## src/rtl/hazard_scoreboard_if.sv

```systemverilog
// Hazard controller bus: ID-stage issue/operand info in, stage-control out.
interface hazard_scoreboard_if #(
    parameter int NREG         = 32,
    parameter int AW           = 5,
    parameter int LAT_W        = 2,
    parameter int FLUSH_STAGES = 3
);
    logic                    issue_RegWr;
    logic [AW-1:0]           issue_Rd;
    logic [LAT_W-1:0]        issue_lat;
    logic [AW-1:0]           Ra;
    logic [AW-1:0]           Rb;
    logic                    Ra_used;
    logic                    Rb_used;
    logic                    Redirect;
    logic                    En;
    logic                    Bubble;
    logic [FLUSH_STAGES-1:0] Flush;
    logic [NREG-1:0]         Pending;
    logic [31:0]             StallCnt;

    modport master (
        output issue_RegWr, issue_Rd, issue_lat, Ra, Rb, Ra_used, Rb_used, Redirect,
        input  En, Bubble, Flush, Pending, StallCnt
    );

    modport slave (
        input  issue_RegWr, issue_Rd, issue_lat, Ra, Rb, Ra_used, Rb_used, Redirect,
        output En, Bubble, Flush, Pending, StallCnt
    );
endinterface

```

## src/rtl/hazard_scoreboard.sv

```systemverilog
// Countdown-scoreboard hazard controller: per-register result latency tracking,
// PC/IF_ID hold, ID_EX bubble, redirect flush and a saturating stall counter.
module hazard_scoreboard #(
    parameter int NREG         = 32,
    parameter int AW           = 5,
    parameter int LAT_W        = 2,
    parameter int MAX_LAT      = 2,
    parameter int FLUSH_STAGES = 3
) (
    input  logic CLK,
    input  logic Reset,
    hazard_scoreboard_if.slave hs
);
    // Producers issued within the last HD cycles are still young enough to be
    // killed by a redirect resolved in MEM.
    localparam int HD = FLUSH_STAGES - 2;

    if (AW != $clog2(NREG)) begin : g_err_aw
        $error("hazard_scoreboard: AW must equal clog2(NREG)");
    end
    if (MAX_LAT > FLUSH_STAGES - 1) begin : g_err_flush
        $error("hazard_scoreboard: MAX_LAT exceeds FLUSH_STAGES-1");
    end
    if (MAX_LAT > (1 << LAT_W) - 1) begin : g_err_latw
        $error("hazard_scoreboard: MAX_LAT does not fit in LAT_W bits");
    end

    logic [NREG-1:0][LAT_W-1:0] cnt;
    logic [NREG-1:0]            clr_mask;
    logic [NREG-1:0]            pend_q;
    logic [31:0]                stall_q;
    logic                       hz_a, hz_b, stall, fire;

    // Hazard check against pre-update counts, so self-dependence sees the old producer.
    always_comb begin
        hz_a  = hs.Ra_used && (hs.Ra != '0) && (cnt[hs.Ra] != '0);
        hz_b  = hs.Rb_used && (hs.Rb != '0) && (cnt[hs.Rb] != '0);
        stall = (hz_a || hz_b) && !hs.Redirect;
        fire  = !stall && !hs.Redirect && hs.issue_RegWr && (hs.issue_Rd != '0);
    end

    // Reset overrides the stage controls so the pipe is held and emptied.
    assign hs.En       = !Reset && !stall;
    assign hs.Bubble   = Reset || stall || hs.Redirect;
    assign hs.Flush    = {FLUSH_STAGES{Reset || hs.Redirect}};
    assign hs.Pending  = pend_q;
    assign hs.StallCnt = stall_q;

    // Per-register countdown: flush-clear, then issue reload, then decrement.
    always_ff @(posedge CLK) begin
        if (Reset) begin
            cnt <= '0;
        end else begin
            for (int r = 0; r < NREG; r++) begin
                if (r == 0)
                    cnt[r] <= '0;
                else if (clr_mask[r])
                    cnt[r] <= '0;
                else if (fire && hs.issue_Rd == AW'(r))
                    cnt[r] <= hs.issue_lat;
                else if (cnt[r] != '0)
                    cnt[r] <= cnt[r] - LAT_W'(1);
            end
        end
    end

    // Pending mirrors the count state one cycle late; x0 is never tracked.
    always_ff @(posedge CLK) begin
        if (Reset) begin
            pend_q <= '0;
        end else begin
            for (int r = 0; r < NREG; r++)
                pend_q[r] <= (r != 0) && (cnt[r] != '0);
        end
    end

    // Saturating stall-cycle counter for performance debug.
    always_ff @(posedge CLK) begin
        if (Reset)
            stall_q <= '0;
        else if (stall && stall_q != '1)
            stall_q <= stall_q + 32'd1;
    end

    if (HD > 0) begin : g_hist
        logic [HD-1:0]         h_vld;
        logic [HD-1:0][AW-1:0] h_rd;

        // Shift register of recent multi-cycle producers; a redirect kills them all.
        always_ff @(posedge CLK) begin
            if (Reset) begin
                h_vld <= '0;
                h_rd  <= '0;
            end else begin
                h_vld[0] <= fire && (hs.issue_lat != '0) && !hs.Redirect;
                h_rd[0]  <= hs.issue_Rd;
                for (int h = 1; h < HD; h++) begin
                    h_vld[h] <= h_vld[h-1] && !hs.Redirect;
                    h_rd[h]  <= h_rd[h-1];
                end
            end
        end

        // Flushed younger producers must not leave stale countdowns behind.
        always_comb begin
            clr_mask = '0;
            if (hs.Redirect)
                for (int h = 0; h < HD; h++)
                    if (h_vld[h])
                        clr_mask[h_rd[h]] = 1'b1;
        end
    end else begin : g_no_hist
        assign clr_mask = '0;
    end
endmodule

```

## src/flat_wrapper.sv

```systemverilog
// flat-port wrapper written by rule: the top's interface ports become plain ports
module hazard_scoreboard_flat 
#(
    parameter int NREG         = 32,
    parameter int AW           = 5,
    parameter int LAT_W        = 2,
    parameter int MAX_LAT      = 2,
    parameter int FLUSH_STAGES = 3
)
  (CLK, Reset, hs_issue_RegWr, hs_issue_Rd, hs_issue_lat, hs_Ra, hs_Rb, hs_Ra_used, hs_Rb_used, hs_Redirect, hs_En, hs_Bubble, hs_Flush, hs_Pending, hs_StallCnt);
  hazard_scoreboard_if #(.NREG(NREG), .AW(AW), .LAT_W(LAT_W), .FLUSH_STAGES(FLUSH_STAGES)) hs_i ();
  input  logic CLK;
  input  logic Reset;
  input wire logic [$bits(hs_i.issue_RegWr)-1:0] hs_issue_RegWr;
  input wire logic [$bits(hs_i.issue_Rd)-1:0] hs_issue_Rd;
  input wire logic [$bits(hs_i.issue_lat)-1:0] hs_issue_lat;
  input wire logic [$bits(hs_i.Ra)-1:0] hs_Ra;
  input wire logic [$bits(hs_i.Rb)-1:0] hs_Rb;
  input wire logic [$bits(hs_i.Ra_used)-1:0] hs_Ra_used;
  input wire logic [$bits(hs_i.Rb_used)-1:0] hs_Rb_used;
  input wire logic [$bits(hs_i.Redirect)-1:0] hs_Redirect;
  output wire logic [$bits(hs_i.En)-1:0] hs_En;
  output wire logic [$bits(hs_i.Bubble)-1:0] hs_Bubble;
  output wire logic [$bits(hs_i.Flush)-1:0] hs_Flush;
  output wire logic [$bits(hs_i.Pending)-1:0] hs_Pending;
  output wire logic [$bits(hs_i.StallCnt)-1:0] hs_StallCnt;
  assign hs_i.issue_RegWr = hs_issue_RegWr;
  assign hs_i.issue_Rd = hs_issue_Rd;
  assign hs_i.issue_lat = hs_issue_lat;
  assign hs_i.Ra = hs_Ra;
  assign hs_i.Rb = hs_Rb;
  assign hs_i.Ra_used = hs_Ra_used;
  assign hs_i.Rb_used = hs_Rb_used;
  assign hs_i.Redirect = hs_Redirect;
  assign hs_En = hs_i.En;
  assign hs_Bubble = hs_i.Bubble;
  assign hs_Flush = hs_i.Flush;
  assign hs_Pending = hs_i.Pending;
  assign hs_StallCnt = hs_i.StallCnt;
  hazard_scoreboard #(.NREG(NREG), .AW(AW), .LAT_W(LAT_W), .MAX_LAT(MAX_LAT), .FLUSH_STAGES(FLUSH_STAGES)) u_core (.CLK(CLK), .Reset(Reset), .hs(hs_i));
endmodule
```

## config.mk

```make
export PLATFORM = sky130hd
export DESIGN_NAME = hazard_scoreboard_flat
export DESIGN_NICKNAME = d
export VERILOG_FILES = /design/src/rtl/hazard_scoreboard_if.sv /design/src/rtl/hazard_scoreboard.sv /design/src/flat_wrapper.sv
export SDC_FILE = /design/constraint.sdc
export NUM_CORES = 1
export LEC_CHECK = 0
export CORE_MARGIN = 4
export CORE_UTILIZATION = 43
export CTS_CLUSTER_DIAMETER = 120
export DETAILED_ROUTE_END_ITERATION = 6
export GPL_TIMING_DRIVEN = 1
export PLACE_DENSITY = 0.63
export SYNTH_ARGS = -nofsm -noshare
export SYNTH_HDL_FRONTEND = slang
export SYNTH_SLANG_ARGS = --single-unit
```

## constraint.sdc

```tcl
create_clock -name CLK -period 2.7 [get_ports CLK]
set_clock_uncertainty 0.15 [all_clocks]
set_input_delay 0.27 -clock CLK [delete_from_list [all_inputs] [get_ports CLK]]
set_output_delay 0.27 -clock CLK [all_outputs]
set_load 0.01 [all_outputs]
```

==> metrics.md, run 1 <==
| Metric | Value |
|---|---|
| Detailed placer's ending HPWL | `16300 µm` |
| GPL Wtd Cong | `0.926` |
| CTS tree | `built` |
| DRC | `0` |
| Mapped Nets | `1024` |
| Initial antenna violation count | `0` |
| Port buffer count | `90` |
| # fillers | `1585` |
| Placed cell areas | `9310 µm²` |
| CTS H-tree depth | `4` |
| Hold Path Class | `in2reg` |
| IO Pins | `92` |
| Slew @ Worst Pin | `0.737 ns` |
| End-of-flow core utilization | `58.2%` |
| Cell count after synthesis | `969` |
| RSZ-0062 raised after global routing | `yes` |
| Kind of critical path | `reg2out` |
| Average cell area after synthesis | `7.91 µm²` |
| CTS buffer count | `17` |
| Ranking of synthesized cells by area | `dfxtp_1 34%, nand2_1 6.8%, ha_1 5.2%` |
| Max cap viols | `0` |
| ANT cells | `0` |
| Most frequent cells after synthesis | `139 x nand2_1, 131 x dfxtp_1, 103 x nor2_1, 81 x inv_1, 49 x o21ai_0` |
| Total wire length | `22300 µm` |
| Worst setup SP type | `flip-flop` |
| GRT overflow | `0` |
| DR iter-0 viols | `503` |
| Core Rows | `48` |
| Worst relative slew slack | `50.7%` |
| Switching Fraction | `37.6%` |
| Max-slew violations | `0` |
| Fmax | `365 MHz` |
| VDD IR max | `539 µV` |
| Fin crit share | `101%` |
| Failing checks | `negative setup slack` |
| GRT Util Overall | `22.5%` |
| Seq cells post-synth | `131` |
| Tmin final | `2.74 ns` |
| Clk Latency, worst-skew pair | `0.43 ns` |
| Final Hold Fails | `0` |
| Initial Util | `44.1%` |
| Share of the yosys chip area belonging to registers | `34.2%` |
| Post-synth top flop | `dfxtp_1` |
| Worst Path Max Fanout | `2` |
| CP endpoint kind | `output port` |
| # setup viols final | `2` |
| Number of synthesized flops with an enable pin | `0` |
| Most frequent cell after synthesis | `nand2_1` |
| Vias in the first global route | `7232` |
| DR vias | `7493` |
| Layout net count | `1182` |
| Die width | `141 µm` |
| Switch Pwr | `3870 µW` |
| PwrDens | `1020 nW/µm²` |
| Clock sink count | `131` |
| CP Data Arrival Time | `2.32 ns` |
| Share of cells above drive strength 1 | `19.4%` |
| Synth warn | `0` |
| Clk pwr share | `22.2%` |
| Vias per cell | `5.49` |
| Largest net degree at the start of global routing | `60` |
| Final non-filler cell area | `10100 µm²` |
| Pre-CTS WS | `-0.637 ns` |
| CP required | `2.28 ns` |
| Async S/R FF share, synth | `0%` |
| WL/cell | `16.3 µm` |
| First-pass GRT wire length | `36300 µm` |
| Die ar. | `20000 µm²` |
| Clk pin slew, worst setup/hold paths | `0.06 ns` |
| Core area | `17400 µm²` |
| Die Ht | `141 µm` |
| DRT Pass-1 Iters | `5` |
| Sequential power share | `30.3%` |
| Post-synth top area share | `34.2%` |
| Leakage power | `0.00393 µW` |
| Synthesis-to-finish area growth | `31.9%` |
| Final ANT Viol Nets | `0` |
| Post-Syn Area | `7660 µm²` |
| Synth area leader | `dfxtp_1` |
| Worst setup margin | `-0.0401 ns` |
| Status | `finished with violations` |
| Final Power | `10300 µW` |
| Root Driver | `clkbuf_16` |
| Power share of the combinational group | `47.5%` |
| Distinct cells, synth | `65` |
| Power Internal | `6420 µW` |
| CTS max path bufs | `2` |
## final timing paths
path                                             from                     to  slack, ns  depth (start not counted)
worst max-delay path                   u_core.cnt[58]                  hs_En      -0.04                          9
worst max register to register         u_core.cnt[58]  u_core.hs.StallCnt[6]      -0.04                         11
worst min register to register  u_core.hs.StallCnt[1]  u_core.hs.StallCnt[1]       0.38                          2
worst min-delay path                            Reset   u_core.hs.Pending[3]       0.03                          2
## through the flow
step                TNS (ns)  hold WS (ns)  std cells
floorplan                  0         0.276        969
CTS                  -0.0521        0.0236       1363
global route          -0.613        0.0559       1365
detailed placement    -42.53         0.352       1322
finish               -0.0796        0.0344       1365
global placement      -37.60         0.354       1322
## cell usage in the layout, fill, tap and decap left out, types with 4 or more instances in the layout
master | synthesis | layout
nand3_1 | 24 | 24
nand2_1 | 139 | 138
dfxtp_2 | 0 | 14
dlygate4sd2_1 | 0 | 4
buf_4 | 3 | 99
a21oi_1 | 43 | 40
nor3b_1 | 11 | 11
mux4_2 | 9 | 9
nor3_2 | 0 | 4
nor2b_1 | 18 | 18
nor2_1 | 103 | 91
inv_1 | 81 | 80
inv_2 | 3 | 4
dfxtp_1 | 131 | 116
a21boi_0 | 4 | 4
a311oi_1 | 12 | 12
o31ai_1 | 6 | 6
xnor2_1 | 31 | 31
nand2b_1 | 4 | 4
and2_1 | 4 | 4
nor3_1 | 34 | 30
and3_1 | 8 | 8
clkinv_2 | 0 | 5
clkdlybuf4s50_1 | 0 | 81
or4_1 | 6 | 5
o311ai_0 | 17 | 5
a31o_2 | 6 | 6
mux2i_1 | 33 | 33
a41o_1 | 5 | 5
nand4_1 | 37 | 37
clkbuf_16 | 0 | 17
ha_1 | 32 | 32
and4_1 | 8 | 7
o311ai_1 | 1 | 12
nand3b_1 | 4 | 4
nor2_2 | 0 | 11
mux2_2 | 12 | 12
o21ai_0 | 49 | 49
## registers in the layout, indices dropped and copies added, names as in the netlist
signal               flops
u_core.cnt              62
u_core.hs.StallCnt      32
u_core.hs.Pending       31
u_core.g_hist.h_rd       5
u_core.g_hist.h_vld      1
## layout make-up
cell class,instances,area (µm²),share of cell area (%)
inverters,84,315,3.12
well taps,225,282,2.79
repair buffers,194,1700,16.8
clock inverters,13,135,1.34
multi-input cells,699,4580,45.4
clock buffers,19,443,4.38
flip-flops and latches,131,2640,26.2
## critical path: stages, from the launching register on
cell and delay (ns):
dfxtp_2 0.35, nor2_4 0.05, mux4_2 0.48, o2111ai_2 0.20, o211ai_1 0.16, buf_4 0.17
a41oi_2 0.15, buf_4 0.16, nor2_2 0.03, buf_2 0.14
## per-layer routing
metal | up-vias | GRT usage [%] | routed length, µm | part of all wire [%]
met4 | 0 | 7.32 | 319 | 1.4
met2 | 220 | 37.8 | 10500 | 47
met1 | 3530 | 29.2 | 10100 | 45
met5 | - | 0 | 0 | 0
met3 | 28 | 4.35 | 1360 | 6.1
li1 | 3715 | - | - | -
## what timing repair did
| item | CTS | global route |
|---|---|---|
| setup buffers | 9 | 3 |
| hold buffers | 0 | 0 |
| gates resized for setup | 36 | 45 |
| pin swaps | 7 | 8 |
| endpoints found under the setup margin | 62 | 85 |
## power groups by stage
| stage | Combinational [µW] | Clock [µW] | Sequential [µW] |
|---|---|---|---|
| after floorplan | 3070 | 0 | 3120 |
| after global placement | 4550 | 0 | 3080 |
| after global routing | 5510 | 2410 | 3210 |
| after CTS | 4780 | 2320 | 3090 |
| final | 4890 | 2280 | 3120 |
| after detailed placement | 4630 | 0 | 3090 |
## cell families (layout without fill, tap and decap cells)
family                   after synthesis  count (layout)  share of synthesized area, %
adder cells (fa/ha/maj)               32              32                          5.23
other                                  1               1                        0.0489
XOR/XNOR                              31              31                          3.54
AO/OA/AOI/OAI                        162             162                          14.2
flip-flops                           131             131                          34.2
buffers and inverters                139             310                          7.33
multiplexers                          56              56                          9.21
AND/OR/NAND/NOR                      417             417                          26.2
Power figures use the tool's default switching activity.
==> run 2: changes to the inputs <==
- CTS_BUF_LIST: unset -> sky130_fd_sc_hd__clkbuf_16
- HOLD_SLACK_MARGIN: unset -> 0.1
==> metrics.md, run 2 (synthesized netlist as in run 1, its figures left out) <==
| Metric | Value |
|---|---|
| Slew @ Worst Pin | `0.747 ns` |
| PwrDens | `1010 nW/µm²` |
| DR iter-0 viols | `511` |
| Vias per cell | `5.49` |
| Layout net count | `1187` |
| Max-slew violations | `0` |
| Placed cell areas | `9310 µm²` |
| M3 GR Usage | `4.38%` |
| Setup TNS | `-0.0589 ns` |
| DRC | `0` |
| Max reg flops | `62` |
| Worst setup SP type | `flip-flop` |
| # fillers | `1579` |
| CP endpoint kind | `output port` |
| GRT overflow | `0` |
| Die Ht | `141 µm` |
| Clk pin slew, worst setup/hold paths | `0.06 ns` |
| Final Power | `10300 µW` |
| Commonest non-fill, non-tap cell in the layout | `nand2_1` |
| Core area | `17400 µm²` |
| RSZ-0062 raised after global routing | `yes` |
| CTS H-tree depth | `4` |
| Worst-case reg-to-reg path depth | `11` |
| CP required | `2.28 ns` |
| Fin crit share | `101%` |
| M1 GR Usage | `29.3%` |
| DRT Pass-1 Iters | `5` |
| IO Pins | `92` |
| Hold Crit Start | `Reset` |
| Core Rows | `48` |
| Most flops, register | `u_core.cnt` |
| Hold Path Class | `in2reg` |
| CTS buffer count | `17` |
| Final Hold Fails | `0` |
| FF-to-FF setup slack | `-0.03 ns` |
| Most Crowded Layer GR | `met2` |
| DR vias | `7516` |
| VDD IR max | `542 µV` |
| GPL Wtd Cong | `0.926` |
| Largest net degree at the start of global routing | `60` |
| Failing checks | `negative setup slack` |
| Root Driver | `clkbuf_16` |
| Die ar. | `20000 µm²` |
| # setup viols final | `2` |
| Status | `finished with violations` |
| Initial Util | `44.1%` |
| Share of cells above drive strength 1 | `20.2%` |
| Final ANT Viol Nets | `0` |
| Total wire length | `22600 µm` |
| Clk Latency, worst-skew pair | `0.43 ns` |
| Die width | `141 µm` |
| Synthesis-to-finish area growth | `33.2%` |
| CP Data Arrival Time | `2.31 ns` |
| Global routing usage on met2 | `38.0%` |
| Clock sink count | `131` |
| Reg-to-reg endpoint | `u_core.hs.StallCnt[6]` |
| Kind of critical path | `reg2out` |
| Endpoint, Worst Hold | `u_core.cnt[4]` |
| Vias in the first global route | `7227` |
| Worst relative slew slack | `50.1%` |
| WL/cell | `16.5 µm` |
| Tmin final | `2.73 ns` |
| Initial antenna violation count | `0` |
| Max cap viols | `0` |
| Detailed placer's ending HPWL | `16300 µm` |
| Leakage power | `0.00398 µW` |
| Min Hold Slack | `0.171 ns` |
| End-of-flow core utilization | `58.8%` |
| CTS max path bufs | `2` |
| Final non-filler cell area | `10200 µm²` |
| Hold Path Depth | `3` |
| CTS tree | `built` |
| First-pass GRT wire length | `36500 µm` |
| Worst setup margin | `-0.0337 ns` |
| ANT cells | `0` |
| Worst Path Max Fanout | `2` |
| Fmax | `366 MHz` |
| Most frequent cells in the layout | `138 x nand2_1, 116 x dfxtp_1, 100 x buf_4, 91 x nor2_1` |
| GRT Util Overall | `22.6%` |
| Worst r2r src | `u_core.cnt[58]` |
| Port buffer count | `90` |
[run 2: changes by cell type in the layout (fill, tap and decap cells not counted), moves of 2 or more]
cell,delta
dlygate4sd3_1,+2
nor3_1,-4
nor3_2,+3
or4_1,-4
or4_4,+4
[run 2: critical path, stage by stage, from the launching register on]
cell       delay [ns]
dfxtp_2          0.35
nor2_4           0.05
mux4_2           0.48
o2111ai_2        0.20
o211ai_1         0.16
buf_4            0.17
a41oi_2          0.15
buf_4            0.15
nor2_2           0.03
buf_2            0.14
[run 2: power breakdown]
part | leakage [µW] | switching (µW) | total [µW] | internal (µW)
Combinational | 0.00262 | 2520 | 4970 | 2450
Clock | 0.000281 | 906 | 2250 | 1350
Sequential | 0.00108 | 474 | 3120 | 2650
Total | 0.00398 | 3900 | 10300 | 6440
[run 2: through the flow]
step	setup WS, ns	std cells
finish	-0.0337	1370
global route	-0.122	1370
CTS	-0.0489	1365
detailed placement	-0.637	1322
global placement	-0.579	1322
floorplan	0.142	969
[run 2: per-layer routing]
metal  share of wire [%]  wire (µm)
met1                  45      10200
met2                  48      10700
met3                 5.9       1320
met4                 1.7        376
met5                   0          0
[run 2: layout make-up]
class / count / area, µm² / share of cell area [%]
inverter: 84 / 315 / 3.09
sequential: 131 / 2640 / 25.9
timing repair buffer: 199 / 1770 / 17.3
tap: 225 / 282 / 2.76
clock inverter: 15 / 143 / 1.40
multi-input combinational: 699 / 4630 / 45.4
clock buffer: 17 / 425 / 4.17
[run 2: what timing repair did]
item | in CTS | in global routing
pin swaps | 7 | 15
hold buffers | 2 | 0
hold endpoints to repair | 6 | 0
setup endpoints to repair | 62 | 85
setup buffers | 9 | 4
gates resized for setup | 36 | 56
cloned | 0 | 1
[run 2: worst max-delay path by stage]
stage                              to                   from  slack (ns)  cells after the start
6_report                        hs_En         u_core.cnt[58]       -0.03                      9
3_3_place_gp           u_core.cnt[49]               hs_Ra[1]       -0.58                     10
3_5_place_dp           u_core.cnt[49]               hs_Ra[1]       -0.64                     10
2_1_floorplan  u_core.hs.StallCnt[23]  u_core.hs.StallCnt[0]        0.14                      9
4_1_cts                         hs_En         u_core.cnt[59]       -0.05                      9
5_1_grt                         hs_En         u_core.cnt[58]       -0.12                      9
